$ cat config.mk
export PLATFORM = sky130hd
export DESIGN_NAME = alu_cmd_driver
export DESIGN_NICKNAME = d
export VERILOG_FILES = /design/src/rtl/alu_pkg.sv /design/src/rtl/alu_wait_cnt.sv /design/src/rtl/alu_cmd_driver.sv
export SDC_FILE = /design/constraint.sdc
export NUM_CORES = 1
export LEC_CHECK = 0
export CAP_MARGIN = 10
export CELL_PAD_IN_SITES_DETAIL_PLACEMENT = 1
export CELL_PAD_IN_SITES_GLOBAL_PLACEMENT = 2
export CORE_MARGIN = 5
export CORE_UTILIZATION = 27
export DETAILED_ROUTE_END_ITERATION = 7
export GPL_ROUTABILITY_DRIVEN = 0
export PLACE_DENSITY = 0.93
export SLEW_MARGIN = 20
export SYNTH_ARGS = -nofsm -noshare
export SYNTH_HDL_FRONTEND = slang
export SYNTH_HIERARCHICAL = 1
export SYNTH_SLANG_ARGS = --single-unit
$ cat constraint.sdc
create_clock -name clk -period 3.54 [get_ports clk]
set_input_delay 0.708 -clock clk [delete_from_list [all_inputs] [get_ports clk]]
set_output_delay 0.708 -clock clk [all_outputs]
set_load 0.01 [all_outputs]
$ cat src/rtl/alu_pkg.sv
// Shared definitions for the 4-bit ALU command driver: opcodes, FSM states,
// flag bit positions and a small opcode classification helper.
package alu_pkg;

    localparam logic [2:0] ALU_ADD = 3'b000;
    localparam logic [2:0] ALU_SUB = 3'b001;
    localparam logic [2:0] ALU_NOT = 3'b010;
    localparam logic [2:0] ALU_AND = 3'b011;
    localparam logic [2:0] ALU_OR  = 3'b100;
    localparam logic [2:0] ALU_XOR = 3'b101;
    localparam logic [2:0] ALU_LT  = 3'b110;
    localparam logic [2:0] ALU_EQ  = 3'b111;

    localparam int FLG_OV = 3;
    localparam int FLG_CY = 2;
    localparam int FLG_LT = 1;
    localparam int FLG_EQ = 0;

    typedef enum logic [1:0] {
        IDLE = 2'd0,
        EXEC = 2'd1,
        RESP = 2'd2
    } state_t;

    // Compare opcodes leave the accumulator alone and only report compare/equal.
    function automatic logic is_cmp(input logic [2:0] opcode);
        return (opcode == ALU_LT) || (opcode == ALU_EQ);
    endfunction

endpackage

$ cat src/rtl/alu_wait_cnt.sv
// Loadable down-counter with a zero flag; stretches EXEC by ALU_LAT cycles
// for ALUs that need more than one cycle to settle.
module alu_wait_cnt #(
    parameter int CNT_W = 4
) (
    input  logic             clk,
    input  logic             srst,
    input  logic             load,
    input  logic [CNT_W-1:0] load_val,
    input  logic             dec,
    output logic             zero
);

    logic [CNT_W-1:0] count_reg;

    // Load has priority over decrement; the counter parks at zero.
    always_ff @(posedge clk) begin
        if (srst) begin
            count_reg <= '0;
        end else if (load) begin
            count_reg <= load_val;
        end else if (dec && (count_reg != '0)) begin
            count_reg <= count_reg - 1'b1;
        end
    end

    assign zero = (count_reg == '0);

endmodule

$ cat src/rtl/alu_cmd_driver.sv
// Accumulator-machine front end for an external combinational ALU.
// Commands arrive on a valid/ready handshake, operands are held stable in
// EXEC while the ALU settles, and the result/flags return on a second
// valid/ready handshake.
// Optional build macro: ALU_STICKY_FLAGS_EN makes overflow/carry accumulate
// across ALU operations until reset or a load command.
module alu_cmd_driver
    import alu_pkg::*;
#(
    parameter int WIDTH   = 4,
    parameter int ALU_LAT = 0
) (
    input  logic             clk,
    input  logic             rst,
    input  logic             cmd_valid,
    output logic             cmd_ready,
    input  logic             cmd_load,
    input  logic [2:0]       cmd_opcode,
    input  logic [WIDTH-1:0] cmd_operand,
    output logic [WIDTH-1:0] alu_op1,
    output logic [WIDTH-1:0] alu_op2,
    output logic [2:0]       alu_opcode,
    input  logic [WIDTH-1:0] alu_out,
    input  logic             alu_overflow,
    input  logic             alu_carry,
    input  logic             alu_compare,
    input  logic             alu_equal,
    output logic             rsp_valid,
    input  logic             rsp_ready,
    output logic [WIDTH-1:0] rsp_acc,
    output logic [3:0]       rsp_flags
);

    localparam logic [3:0] LAT_INIT = 4'(ALU_LAT);

    state_t           state_reg, state_next;
    logic [WIDTH-1:0] acc_reg;
    logic [WIDTH-1:0] op2_reg;
    logic [2:0]       opcode_reg;
    logic [3:0]       flags_reg;
    logic [3:0]       flags_next;
    logic             accept;
    logic             capture;
    logic             cnt_zero;

    alu_wait_cnt #(
        .CNT_W (4)
    ) u_wait_cnt (
        .clk      (clk),
        .srst     (rst),
        .load     (accept && !cmd_load),
        .load_val (LAT_INIT),
        .dec      (state_reg == EXEC),
        .zero     (cnt_zero)
    );

    // State register.
    always_ff @(posedge clk) begin
        if (rst) begin
            state_reg <= IDLE;
        end else begin
            state_reg <= state_next;
        end
    end

    // Next-state logic plus handshake outputs and datapath strobes.
    always_comb begin
        state_next = state_reg;
        cmd_ready  = 1'b0;
        rsp_valid  = 1'b0;
        accept     = 1'b0;
        capture    = 1'b0;
        case (state_reg)
            IDLE: begin
                cmd_ready = 1'b1;
                if (cmd_valid) begin
                    accept     = 1'b1;
                    state_next = cmd_load ? RESP : EXEC;
                end
            end
            EXEC: begin
                if (cnt_zero) begin
                    capture    = 1'b1;
                    state_next = RESP;
                end
            end
            RESP: begin
                rsp_valid = 1'b1;
                if (rsp_ready) begin
                    state_next = IDLE;
                end
            end
            default: state_next = IDLE;
        endcase
    end

    // Flag word captured at the end of EXEC; compare ops report only
    // compare/equal, all other ops only overflow/carry.
    always_comb begin
        flags_next = '0;
        if (is_cmp(opcode_reg)) begin
            flags_next[FLG_LT] = alu_compare;
            flags_next[FLG_EQ] = alu_equal;
        end else begin
            flags_next[FLG_OV] = alu_overflow;
            flags_next[FLG_CY] = alu_carry;
        end
`ifdef ALU_STICKY_FLAGS_EN
        flags_next[FLG_OV] = flags_next[FLG_OV] | flags_reg[FLG_OV];
        flags_next[FLG_CY] = flags_next[FLG_CY] | flags_reg[FLG_CY];
`endif
    end

    // Accumulator, operand/opcode registers and flag register.
    always_ff @(posedge clk) begin
        if (rst) begin
            acc_reg    <= '0;
            op2_reg    <= '0;
            opcode_reg <= '0;
            flags_reg  <= '0;
        end else if (accept) begin
            if (cmd_load) begin
                acc_reg   <= cmd_operand;
                flags_reg <= '0;
            end else begin
                op2_reg    <= cmd_operand;
                opcode_reg <= cmd_opcode;
            end
        end else if (capture) begin
            if (!is_cmp(opcode_reg)) begin
                acc_reg <= alu_out;
            end
            flags_reg <= flags_next;
        end
    end

    assign alu_op1    = acc_reg;
    assign alu_op2    = op2_reg;
    assign alu_opcode = opcode_reg;
    assign rsp_acc    = acc_reg;
    assign rsp_flags  = flags_reg;

endmodule

# Word level (Yosys, flattened, before mapping)
# Index checks and enable logic that the tools add are counted.
# word_totals
register_bits	21
input_bits	20
out_inout_bits	21
word_cells	50
# op_classes
addsub	1
n_eq_ne	9
n_mux	20
bitwise	1
n_reduce_logical	13
# ops
operator	count
2-to-1 mux 4 bit	7
2-to-1 mux 2 bit	6
!= test 2 bit (second input constant)	5
equality test 3 bit (second input constant)	2
2-to-1 mux 1 bit	6
case mux 2 bit (3 select lines)	1
AND reduction 3 bit	2
logical NOT 4 bit	1
AND reduction 2 bit	2
nonzero test 4 bit	1
subtractor 4 x 1 -> 4 bit (second input constant)	1
equality test 2 x 1 -> 1 bit (second input constant)	1
equality test 2 bit (second input constant)	1
logical AND 1 bit	2
logical NOT 2 bit	1
nonzero test 2 bit	1
OR reduction 2 bit	1
logical NOT 1 bit	1
logical OR 1 bit	1
inverter 1 bit	1

# Depth between registers and ports, before layout
# Gate-level depths: netlist of the first run.
# depth
ltp_word	5
ltp_mapped	8
depth_no_buf	7

# Hierarchy
# Netlist of the first run, hierarchy kept.
# modules_own_cells
mod	n_inst	cells_each	area_per_inst_um2	seq_area_each_um2
alu_cmd_driver	1	89	873.3	340.3
alu_wait_cnt	1	29	262.8	80.1

# Worst setup path after synthesis of the first run
# OpenSTA, ideal clock, no wires.
# synth_path
path_type	input -> register
from	input cmd_load
to	register u_wait_cnt.count_reg[1]
t_arrival_ns	1.789
setup_slack_ns	1.629
cell_stages	5
path_cell_list	or4b_1 > buf_6 > clkinv_8 > nor3_1 > a311o_1
# synth_between
elab_chain_len	3
# synth_rtl
element	line_no	text
start, declared	alu_cmd_driver.sv:17	input logic cmd_load,
logical NOT 1 bit	alu_cmd_driver.sv:51	.load (accept && !cmd_load),
logical AND 1 bit	alu_cmd_driver.sv:51	
OR reduction 2 bit (no source line)	--	
end signal, assigned	alu_wait_cnt.sv:21	count_reg <= load_val;
end signal, assigned	alu_wait_cnt.sv:23	count_reg <= count_reg - 1'b1;
end, declared	alu_wait_cnt.sv:14	logic [CNT_W-1:0] count_reg;
# No other way between the ends.
# A chain may end at the register's enable or synchronous reset.

# Worst setup path after layout of the first run
# layout_path
from	input cmd_valid
to	register u_wait_cnt.count_reg[1]
# layout_between
elab_chain_len	4
# layout_rtl
element	line_no	text
start, declared	alu_cmd_driver.sv:15	input logic cmd_valid,
2-to-1 mux 1 bit	alu_cmd_driver.sv:76	if (cmd_valid) begin
2-to-1 mux 1 bit	alu_cmd_driver.sv:73	case (state_reg)
logical AND 1 bit	alu_cmd_driver.sv:51	
OR reduction 2 bit (no source line)	--	
# No other way between the ends.

==> metrics.yaml, run 1 <==
critical_path:
  worstReg2RegStart: "u_wait_cnt/count_reg[1]$_SDFFE_PP0P_"
  rrSetupSlack_ps: 1250
  crit_path_end_kind: "flop"
  path_buf_inv: 2
  r2r_cells: 7
  worst-setup-path-type: "in2reg"
  cp.arrival_ps: 2560
  cp_cell_sequence: "clkdlybuf4s50_1 > or4b_1 > clkinv_8 > nor3_1 > a311o_1"
  cp_max_fo: 11
  worst_path_largest_cell_delay_ps: 710
  cp-start-kind: "input port"
  r2r_end: "alu_op1[3]$_SDFFE_PP0P_"
  slowest_stage: "or4b_1"
  cp_data_required_time_ps: 3690
  cp_top_family: "simple AND/OR/NAND/NOR gates"
yosys:
  yosys_warnings: 6
  yosysUniqueCellTypes: 33
  avgSynthCellArea_um2: 9.628
  netlist_instances: 118
  ys.flop_type: "dfxtp_1"
  seq_area_frac_synth_pct: 37.00
  syn_area_um2: 1136
  ys_seq_elements: 21
  synthArstFlopShare_pct: 0
  synth_edf_count: 0
floorplanning:
  rows: 23
  die_h_um: 74.87
  core_area_um2: 4029
  start_util_pct: 28.20
  die_w_um: 74.87
  fp.dieArea_um2: 5605
  ioPinCount: 41
grt:
  grt_pass1_wl_um: 5451
  grt_pass1_vias: 1068
  grt_max_degree: 19
  globalRoute.totalOverflow: 0
  antenna_found_initial: 0
  grtUsageTotal_pct: 12.91
timing:
  fin_skew_ps: 7.369
  hold_viol: 0
  min_period_ps: 2415
  setup_violations: 0
  final.period_utilization_pct: 68.22
  hold_ws_ps: 475.2
  drv_slew: 0
  slew_headroom_pct: 48.61
  worstMarginPinSlew_ps: 768.4
  setup_tns_ps: 0
  max_freq_mhz: 414.1
  rsz0062_at_grt: "no"
cts:
  cts_buffer_depth: 2
  ctsHoldBuffers: 0
  clock-sinks: 21
  insertion_delay_ps: 270
  cts_resized: 0
  cts-root-buf: "clkbuf_8"
  cts_setup_buffers: 0
  clkTransAtPathRegs_ps: 80
  cts_tree: "done"
  htreeDepth: 1
  cts_buffers: 3
cells_and_area:
  final_core_util_pct: 40.09
  layout-drive-gt1-share_pct: 16.46
  fin_nets: 180
  fillers: 468
  n_antenna_cell: 0
  syn_to_final_growth_pct: 42.18
power:
  p_leak_nw: 0.5744
  total_power_mw: 0.6111
  powerDensity_nw_per_um2: 378.3
  ir_drop_mv: 0.1841
routing:
  vias: 996
  drtAntennaViolNets: 0
  drt_iter0_markers: 43
  routed_wl_um: 3482
  routedWlPerCell_um: 16.74
  viasPerCell: 4.788
  dr.pass1.iters: 4
  drc: 0
outcome:
  status: "complete, no violations"
job:
  max_cap_violations: 0
hold_path:
  holdPathEnd: "alu_op2[2]$_SDFFE_PP0P_"
  whs_path_depth: 2
  worstHoldStart: "alu_op2[2]$_SDFFE_PP0P_"
  hold_class: "reg2reg"
placement:
  portBuffers: 40
  place.detailed.hpwl_um: 2800
per-stage QoR:
step                      area [um2]  worst slack (ps)  instances
after global placement          1569             908.5        204
final                           1615              1125        208
after global routing            1615              1053        208
after floorplan                 1147              1629        121
after CTS                       1615              1134        208
after detailed placement        1569             853.4        204
tightest hold or removal path, cell delays in order (launching register included):
cell	delay, ps
dfxtp_1	320
nand2_1	70
a21oi_2	50
power by group:
group	internal (mW)	total, mW	switching [mW]
logic	0.0931	0.180	0.0870
clock network	0.0785	0.161	0.0828
registers	0.253	0.270	0.0163
total	0.425	0.611	0.186
area by class of cell:
| class | instances | area [um2] | area share (%) |
|---|---|---|---|
| clock buffers | 3 | 41.29 | 2.556 |
| clock inverters | 1 | 5.005 | 0.3098 |
| well taps | 50 | 62.56 | 3.873 |
| inverters | 5 | 31.28 | 1.936 |
| repair buffers | 42 | 415.4 | 25.72 |
| multi-input cells | 86 | 639.4 | 39.58 |
| flip-flops and latches | 21 | 420.4 | 26.03 |
synth_stat cells (3+ instances only):
master / instances / share of area [%]
nand2_2: 7 / 3.9
clkbuf_1: 3 / 0.99
nand2_1: 12 / 4.0
a211oi_1: 9 / 5.9
dfxtp_1: 21 / 37
nor2_1: 6 / 2.0
a21o_1: 3 / 2.0
inv_1: 4 / 1.3
nand2b_1: 6 / 3.3
mux2i_1: 9 / 7.9
a21oi_2: 7 / 5.4
or4b_1: 3 / 2.6
buf_4: 4 / 2.6
kinds of logic after synthesis:
group / after synthesis / synth area share (%)
AND/OR/NAND/NOR: 46 / 26.21
multiplexers: 9 / 7.930
AO/OA/AOI/OAI: 26 / 19.71
adder cells (fa/ha/maj): 1 / 1.101
buffers and inverters: 14 / 7.709
other: 1 / 0.3301
flip-flops: 21 / 37.00
metal layers:
metal / share of wire (%) / up-vias / track usage (%)
met5: 0 / - / 0
met3: 4.5 / 4 / 2.804
met4: 1.2 / 0 / 4.348
met1: 44 / 473 / 15.84
li1: - / 495 / -
met2: 51 / 24 / 22.24
worst max-delay path by stage:
stage                                                 to      start  slack, ps  depth (start not counted)
floorplan           u_wait_cnt/count_reg[1]$_SDFFE_PP0P_   cmd_load       1630                          5
global placement    u_wait_cnt/count_reg[1]$_SDFFE_PP0P_  cmd_valid        910                          5
detailed placement  u_wait_cnt/count_reg[1]$_SDFFE_PP0P_  cmd_valid        850                          5
CTS                 u_wait_cnt/count_reg[1]$_SDFFE_PP0P_  cmd_valid       1130                          5
global route        u_wait_cnt/count_reg[1]$_SDFFE_PP0P_  cmd_valid       1050                          5
finish              u_wait_cnt/count_reg[1]$_SDFFE_PP0P_  cmd_valid       1120                          5
cell usage in the layout (no fill, tap or decap), drive strengths merged, types with 2 or more instances in the layout:
master	n
nand2b	6
a211oi	9
nand4bb	2
nor2b	2
a21oi	9
dfxtp	21
buf	2
or4b	3
nand2	19
a311oi	2
a21o	3
conb	4
mux2i	9
inv	4
nor2	6
clkinv	2
clkbuf	3
clkdlybuf4s50	40
No activity file was read; power rests on OpenSTA's default activity.
==> inputs of run 2 (changes only) <==
Settings changed: CORE_UTILIZATION 27 to 26, PLACE_DENSITY 0.93 to 0.9.
Clock period 3.54 ns to 2.4 ns, I/O delays scaled along.
==> run 2 against run 1 <==
  * Sequential cell count is the same
  * Hold slack worse by 4.7 ps
  * Sequential share of layout area down 0.38 points
  * Count of clock-buffer cells in the layout up 1
  * Power grew 48%
  * First-iteration DRC count shrank 63%
  * Global-route usage decreased by 1.5 points
  * Core utilization down 1.9 points
==> metrics.yaml, run 2 (synthesized netlist as in run 1, its figures left out) <==
timing:
  setup_violations: 0  # unchanged
  final.period_utilization_pct: 84.40
  fin_skew_ps: 5.611  # was 7.369 ps
  max_freq_mhz: 493.7
  rsz0062_at_grt: "no"  # unchanged
  drv_slew: 0  # unchanged
  setup_tns_ps: 0  # unchanged
  slew_headroom_pct: 66.11  # was 48.61%
  worstMarginPinSlew_ps: 507.8  # was 768.4 ps
  min_period_ps: 2026
  hold_viol: 0  # unchanged
cells_and_area:
  layout_commonest_cell: "clkdlybuf4s50_1"  # unchanged
  final_cell_mix: "40 x clkdlybuf4s50_1, 21 x dfxtp_1, 12 x nand2_1"  # unchanged
  n_antenna_cell: 0  # unchanged
  final_cell_area_um2: 1639  # was 1615 um2
  fin_cells: 213  # was 208
  final_core_util_pct: 38.17  # was 40.09%
  fin_nets: 183  # was 180
  layout-drive-gt1-share_pct: 17.39  # was 16.46%
  syn_to_final_growth_pct: 44.27  # was 42.18%
cts:
  htreeDepth: 1  # unchanged
  cts-root-buf: "clkbuf_8"  # unchanged
  cts_buffers: 3  # unchanged
  clkTransAtPathRegs_ps: 80  # about the same
  cts_setup_buffers: 0  # unchanged
  cts_buffer_depth: 2  # unchanged
  insertion_delay_ps: 260  # was 270 ps
  clock-sinks: 21  # unchanged
  cts_tree: "done"  # unchanged
  ctsHoldBuffers: 0  # unchanged
  cts_resized: 0  # unchanged
floorplanning:
  die_w_um: 76.10  # was 74.87 um
  start_util_pct: 26.46  # was 28.20%
  die_h_um: 76.10  # was 74.87 um
  fp.dieArea_um2: 5791  # was 5605 um2
  ioPinCount: 41  # unchanged
  rows: 24  # was 23
  core_area_um2: 4294  # was 4029 um2
critical_path:
  r2r_end: "alu_op1[3]$_SDFFE_PP0P_"  # unchanged
  crit_path_end_kind: "flop"  # unchanged
  cp-start-kind: "flop"  # was input port
  cp_max_fo: 5  # was 11
  worst-setup-path-type: "reg2reg"  # was in2reg
  worstReg2RegStart: "u_wait_cnt/count_reg[1]$_SDFFE_PP0P_"  # unchanged
  r2r_cells: 8  # was 7
  cp.arrival_ps: 2190  # was 2560 ps
  cp_data_required_time_ps: 2560  # was 3690 ps
  rrSetupSlack_ps: 370  # was 1250 ps
power:
  p_leak_nw: 0.5856  # was 0.5744 nW
  ir_drop_mv: 0.1896  # was 0.1841 mV
  total_power_mw: 0.9027  # was 0.6111 mW
  powerDensity_nw_per_um2: 550.8  # was 378.3 nW/um2
placement:
  place.detailed.hpwl_um: 2610  # was 2800 um
  portBuffers: 40  # unchanged
  dpl_cell_area_um2: 1594  # was 1569 um2
  placedCellCount: 209  # was 204
routing:
  drc: 0  # unchanged
  dr.pass1.iters: 4  # unchanged
  viasPerCell: 4.765  # was 4.788
  drtAntennaViolNets: 0  # unchanged
  routedWlPerCell_um: 15.37  # was 16.74 um
  drt_iter0_markers: 16  # was 43
  routed_wl_um: 3273  # was 3482 um
  vias: 1015  # was 996
hold_path:
  worstHoldStart: "alu_op2[0]$_SDFFE_PP0P_"  # was alu_op2[2]$_SDFFE_PP0P_
  hold_class: "reg2reg"  # unchanged
  whs_path_depth: 2  # unchanged
  holdPathEnd: "alu_op2[0]$_SDFFE_PP0P_"  # was alu_op2[2]$_SDFFE_PP0P_
grt:
  antenna_found_initial: 0  # unchanged
  globalRoute.totalOverflow: 0  # unchanged
  grtUsageTotal_pct: 11.36  # was 12.91%
  grt_pass1_wl_um: 5354  # was 5451 um
  grt_max_degree: 16  # was 19
  grt_pass1_vias: 1112  # was 1,068
job:
  max_cap_violations: 0  # unchanged
outcome:
  status: "complete, no violations"  # unchanged
[run 2: metrics by stage]
step                      setup slack [ps]  hold slack [ps]
final                                374.5            470.5
after global routing                 279.0            487.5
after CTS                            362.1            477.2
after detailed placement             123.3            466.5
after global placement               165.9            460.3
after floorplan                      501.2            484.4
[run 2: worst max path at each step]
stage	startpoint	endpoint	slack, ps
finish	u_wait_cnt/count_reg[1]$_SDFFE_PP0P_	alu_op1[3]$_SDFFE_PP0P_	370
global route	u_wait_cnt/count_reg[1]$_SDFFE_PP0P_	alu_op1[3]$_SDFFE_PP0P_	280
CTS	u_wait_cnt/count_reg[1]$_SDFFE_PP0P_	alu_op1[3]$_SDFFE_PP0P_	360
detailed placement	cmd_valid	u_wait_cnt/count_reg[1]$_SDFFE_PP0P_	120
global placement	cmd_valid	u_wait_cnt/count_reg[1]$_SDFFE_PP0P_	170
floorplan	u_wait_cnt/count_reg[1]$_SDFFE_PP0P_	alu_op1[3]$_SDFFE_PP0P_	500
[run 2: area by class of cell]
type,count,area [um2]
Fill cell,498,2655
Inverter,5,31.28
Clock buffer,4,45.04
Tap cell,52,65.06
Sequential cell,21,420.4
Timing Repair Buffer,45,437.9
Multi-Input combinational cell,86,639.4
[run 2: critical path, cell delays in order (launching register included)]
cell and delay, ps:
dfxtp_1 340, inv_1 120, ha_1 240, or3b_4 450, inv_1 120, a21boi_0 190
buf_4 160, a211oi_1 70, a211oi_1 240
[run 2: power by group]
part	total [mW]	leakage (nW)	switching (mW)	internal, mW
registers	0.397	0.172	0.0231	0.374
clock network	0.232	0.0228	0.114	0.118
logic	0.274	0.391	0.129	0.145
total	0.903	0.586	0.266	0.637
[run 2: per-layer routing]
layer / track usage [%] / vias to the layer above / wire [um]
li1: - / 496 / -
met2: 21.15 / 26 / 1723
met5: 0 / - / 0
met1: 11.25 / 489 / 1288
met4: 5.245 / 0 / 57
met3: 3.664 / 4 / 204
==> inputs of run 3 (changes only) <==
Clock period 2.4 ns to 2.1 ns, I/O delays scaled along.
==> run 3 against run 2 <==
  * Highest routed layer unchanged
  * Wire length up 1.4%
  * Largest power group unchanged
  * Design area up 1.8%
  * Non-clock buffer count increased by 2
  * Global-route usage increased by 0.15 points
  * Sequential cell count is the same
  * Clock power is 16% higher
  * Critical path type unchanged
  * Core utilization grew 0.70 points
  * Power rose by 16%
  * Critical endpoint is now alu_op1[0]$_SDFFE_PP0P_
==> metrics.yaml, run 3 (synthesized netlist as in run 1, its figures left out) <==
outcome:
  status: "complete, no violations"  # unchanged
floorplanning:
  ioPinCount: 41  # unchanged
  start_util_pct: 26.46  # unchanged
  core_area_um2: 4294  # unchanged
  die_h_um: 76.10  # unchanged
  rows: 24  # unchanged
  die_w_um: 76.10  # unchanged
  fp.dieArea_um2: 5791  # unchanged
power:
  p_sw_share_pct: 29.70  # was 29.43%
  seqPwrFrac_pct: 43.4  # was 44.0%
  clock_power_share_pct: 25.8  # was 25.7%
  ir_drop_mv: 0.2112  # was 0.1896 mV
  p_leak_nw: 0.5996  # was 0.5856 nW
  power.internal_mw: 0.7346  # was 0.6371 mW
  switchingPower_mw: 0.3104  # was 0.2657 mW
  pwr-share-comb_pct: 30.8  # was 30.3%
  powerDensity_nw_per_um2: 626.1  # was 550.8 nW/um2
hold_path:
  worstHoldStart: "alu_op2[0]$_SDFFE_PP0P_"  # unchanged
  holdPathEnd: "alu_op2[0]$_SDFFE_PP0P_"  # unchanged
  whs_path_depth: 2  # unchanged
  hold_class: "reg2reg"  # unchanged
critical_path:
  r2r_cells: 8  # unchanged
  crit_path_end_kind: "flop"  # unchanged
  r2r_end: "alu_op1[0]$_SDFFE_PP0P_"  # was alu_op1[3]$_SDFFE_PP0P_
  cp-start-kind: "flop"  # unchanged
  cp_data_required_time_ps: 2240  # was 2560 ps
  worstReg2RegStart: "u_wait_cnt/count_reg[1]$_SDFFE_PP0P_"  # unchanged
  rrSetupSlack_ps: 100  # was 370 ps
  worst-setup-path-type: "reg2reg"  # unchanged
  cp_max_fo: 5  # unchanged
  cp.arrival_ps: 2140  # was 2190 ps
routing:
  viasPerCell: 4.791  # was 4.765
  routedWlPerCell_um: 15.44  # was 15.37 um
  drc: 0  # unchanged
  vias: 1030  # was 1,015
  routed_wl_um: 3320  # was 3273 um
  dr.pass1.iters: 5  # was 4
  drt_iter0_markers: 33  # was 16
  drtAntennaViolNets: 0  # unchanged
placement:
  placedCellCount: 211  # was 209
  portBuffers: 40  # unchanged
  dpl_cell_area_um2: 1622  # was 1594 um2
  place.detailed.hpwl_um: 2558  # was 2610 um
grt:
  grt_max_degree: 17  # was 16
  grt_pass1_vias: 1168  # was 1,112
  grt_pass1_wl_um: 5533  # was 5354 um
  antenna_found_initial: 0  # unchanged
  globalRoute.totalOverflow: 0  # unchanged
  grtUsageTotal_pct: 11.51  # was 11.36%
cells_and_area:
  final_core_util_pct: 38.87  # was 38.17%
  n_antenna_cell: 0  # unchanged
  syn_to_final_growth_pct: 46.92  # was 44.27%
  final_cell_area_um2: 1669  # was 1639 um2
  final_cell_mix: "40 x clkdlybuf4s50_1, 21 x dfxtp_1, 12 x nand2_1"  # unchanged
  layout_commonest_cell: "clkdlybuf4s50_1"  # unchanged
  layout-drive-gt1-share_pct: 19.02  # was 17.39%
  fin_nets: 185  # was 183
  fin_cells: 215  # was 213
cts:
  insertion_delay_ps: 260  # about the same
  cts_buffers: 3  # unchanged
  cts_tree: "done"  # unchanged
  clock-sinks: 21  # unchanged
  clkTransAtPathRegs_ps: 80  # about the same
  cts_buffer_depth: 2  # unchanged
  htreeDepth: 1  # unchanged
  cts-root-buf: "clkbuf_8"  # unchanged
timing:
  fin_skew_ps: 7.002  # was 5.611 ps
  max_freq_mhz: 500.5  # was 493.7 MHz
  min_period_ps: 1998  # was 2026 ps
  drv_slew: 0  # unchanged
  setup_tns_ps: 0  # unchanged
  setup_violations: 0  # unchanged
  final.period_utilization_pct: 95.14  # was 84.40%
  rsz0062_at_grt: "no"  # unchanged
  hold_viol: 0  # unchanged
  hold_ws_ps: 469.8  # was 470.5 ps
job:
  max_cap_violations: 0  # unchanged
[run 3: changes by cell type in the layout (fill, tap and decap cells not counted), sizes merged]
cell,delta
buf,+2
[run 3: final cells by class]
cell class	count	area [um2]
Inverter	5	31.28
Tap cell	52	65.06
Multi-Input combinational cell	86	641.9
Clock buffer	4	45.04
Timing Repair Buffer	47	465.4
Fill cell	510	2625
Sequential cell	21	420.4
[run 3: critical path, cell delays in order, from the launching register on]
cell	delay, ps
dfxtp_1	330
inv_1	120
ha_2	220
or3b_4	430
inv_1	120
a21boi_1	180
buf_4	160
a21o_1	210
a211oi_1	110
[run 3: timing repair]
action | CTS | global route
endpoints found under the hold margin | 0 | 0
buffers inserted | 0 | 0
hold buffers | 0 | 0
resized for setup | 0 | 2
setup endpoints to repair | 0 | 4
[run 3: how the worst max path moves through the flow]
stage,start,to,slack (ps),depth (start not counted)
3_3_place_gp,cmd_valid,u_wait_cnt/count_reg[1]$_SDFFE_PP0P_,30,5
4_1_cts,u_wait_cnt/count_reg[1]$_SDFFE_PP0P_,alu_op1[0]$_SDFFE_PP0P_,50,8
3_5_place_dp,cmd_valid,u_wait_cnt/count_reg[1]$_SDFFE_PP0P_,-30,5
2_1_floorplan,u_wait_cnt/count_reg[1]$_SDFFE_PP0P_,alu_op1[3]$_SDFFE_PP0P_,200,7
6_report,u_wait_cnt/count_reg[1]$_SDFFE_PP0P_,alu_op1[0]$_SDFFE_PP0P_,100,8
5_1_grt,u_wait_cnt/count_reg[1]$_SDFFE_PP0P_,alu_op1[0]$_SDFFE_PP0P_,20,8
[run 3: metrics by stage]
stage | setup WS, ps | total power [mW]
3_5_place_dp | -26.42 | 0.7826
2_1_floorplan | 201.2 | 0.6348
5_1_grt | 21.36 | 1.096
3_3_place_gp | 26.39 | 0.7688
6_report | 102.1 | 1.045
4_1_cts | 47.16 | 1.053
[run 3: power groups by stage]
stage / Combinational, mW / Clock [mW] / Sequential (mW)
after floorplan: 0.169 / 0 / 0.466
after global placement: 0.309 / 0 / 0.460
after detailed placement: 0.319 / 0 / 0.463
after CTS: 0.323 / 0.276 / 0.454
after global routing: 0.344 / 0.293 / 0.459
final: 0.322 / 0.270 / 0.454
[run 3: routing by layer]
metal	vias to the layer above	share of wire [%]	wire length, um	GRT usage (%)
met2	31	52	1721	20.89
met1	491	41	1373	12.25
met4	0	0.78	26	5.944
met5	-	0	0	0
li1	506	-	-	-
met3	2	6.0	198	2.600
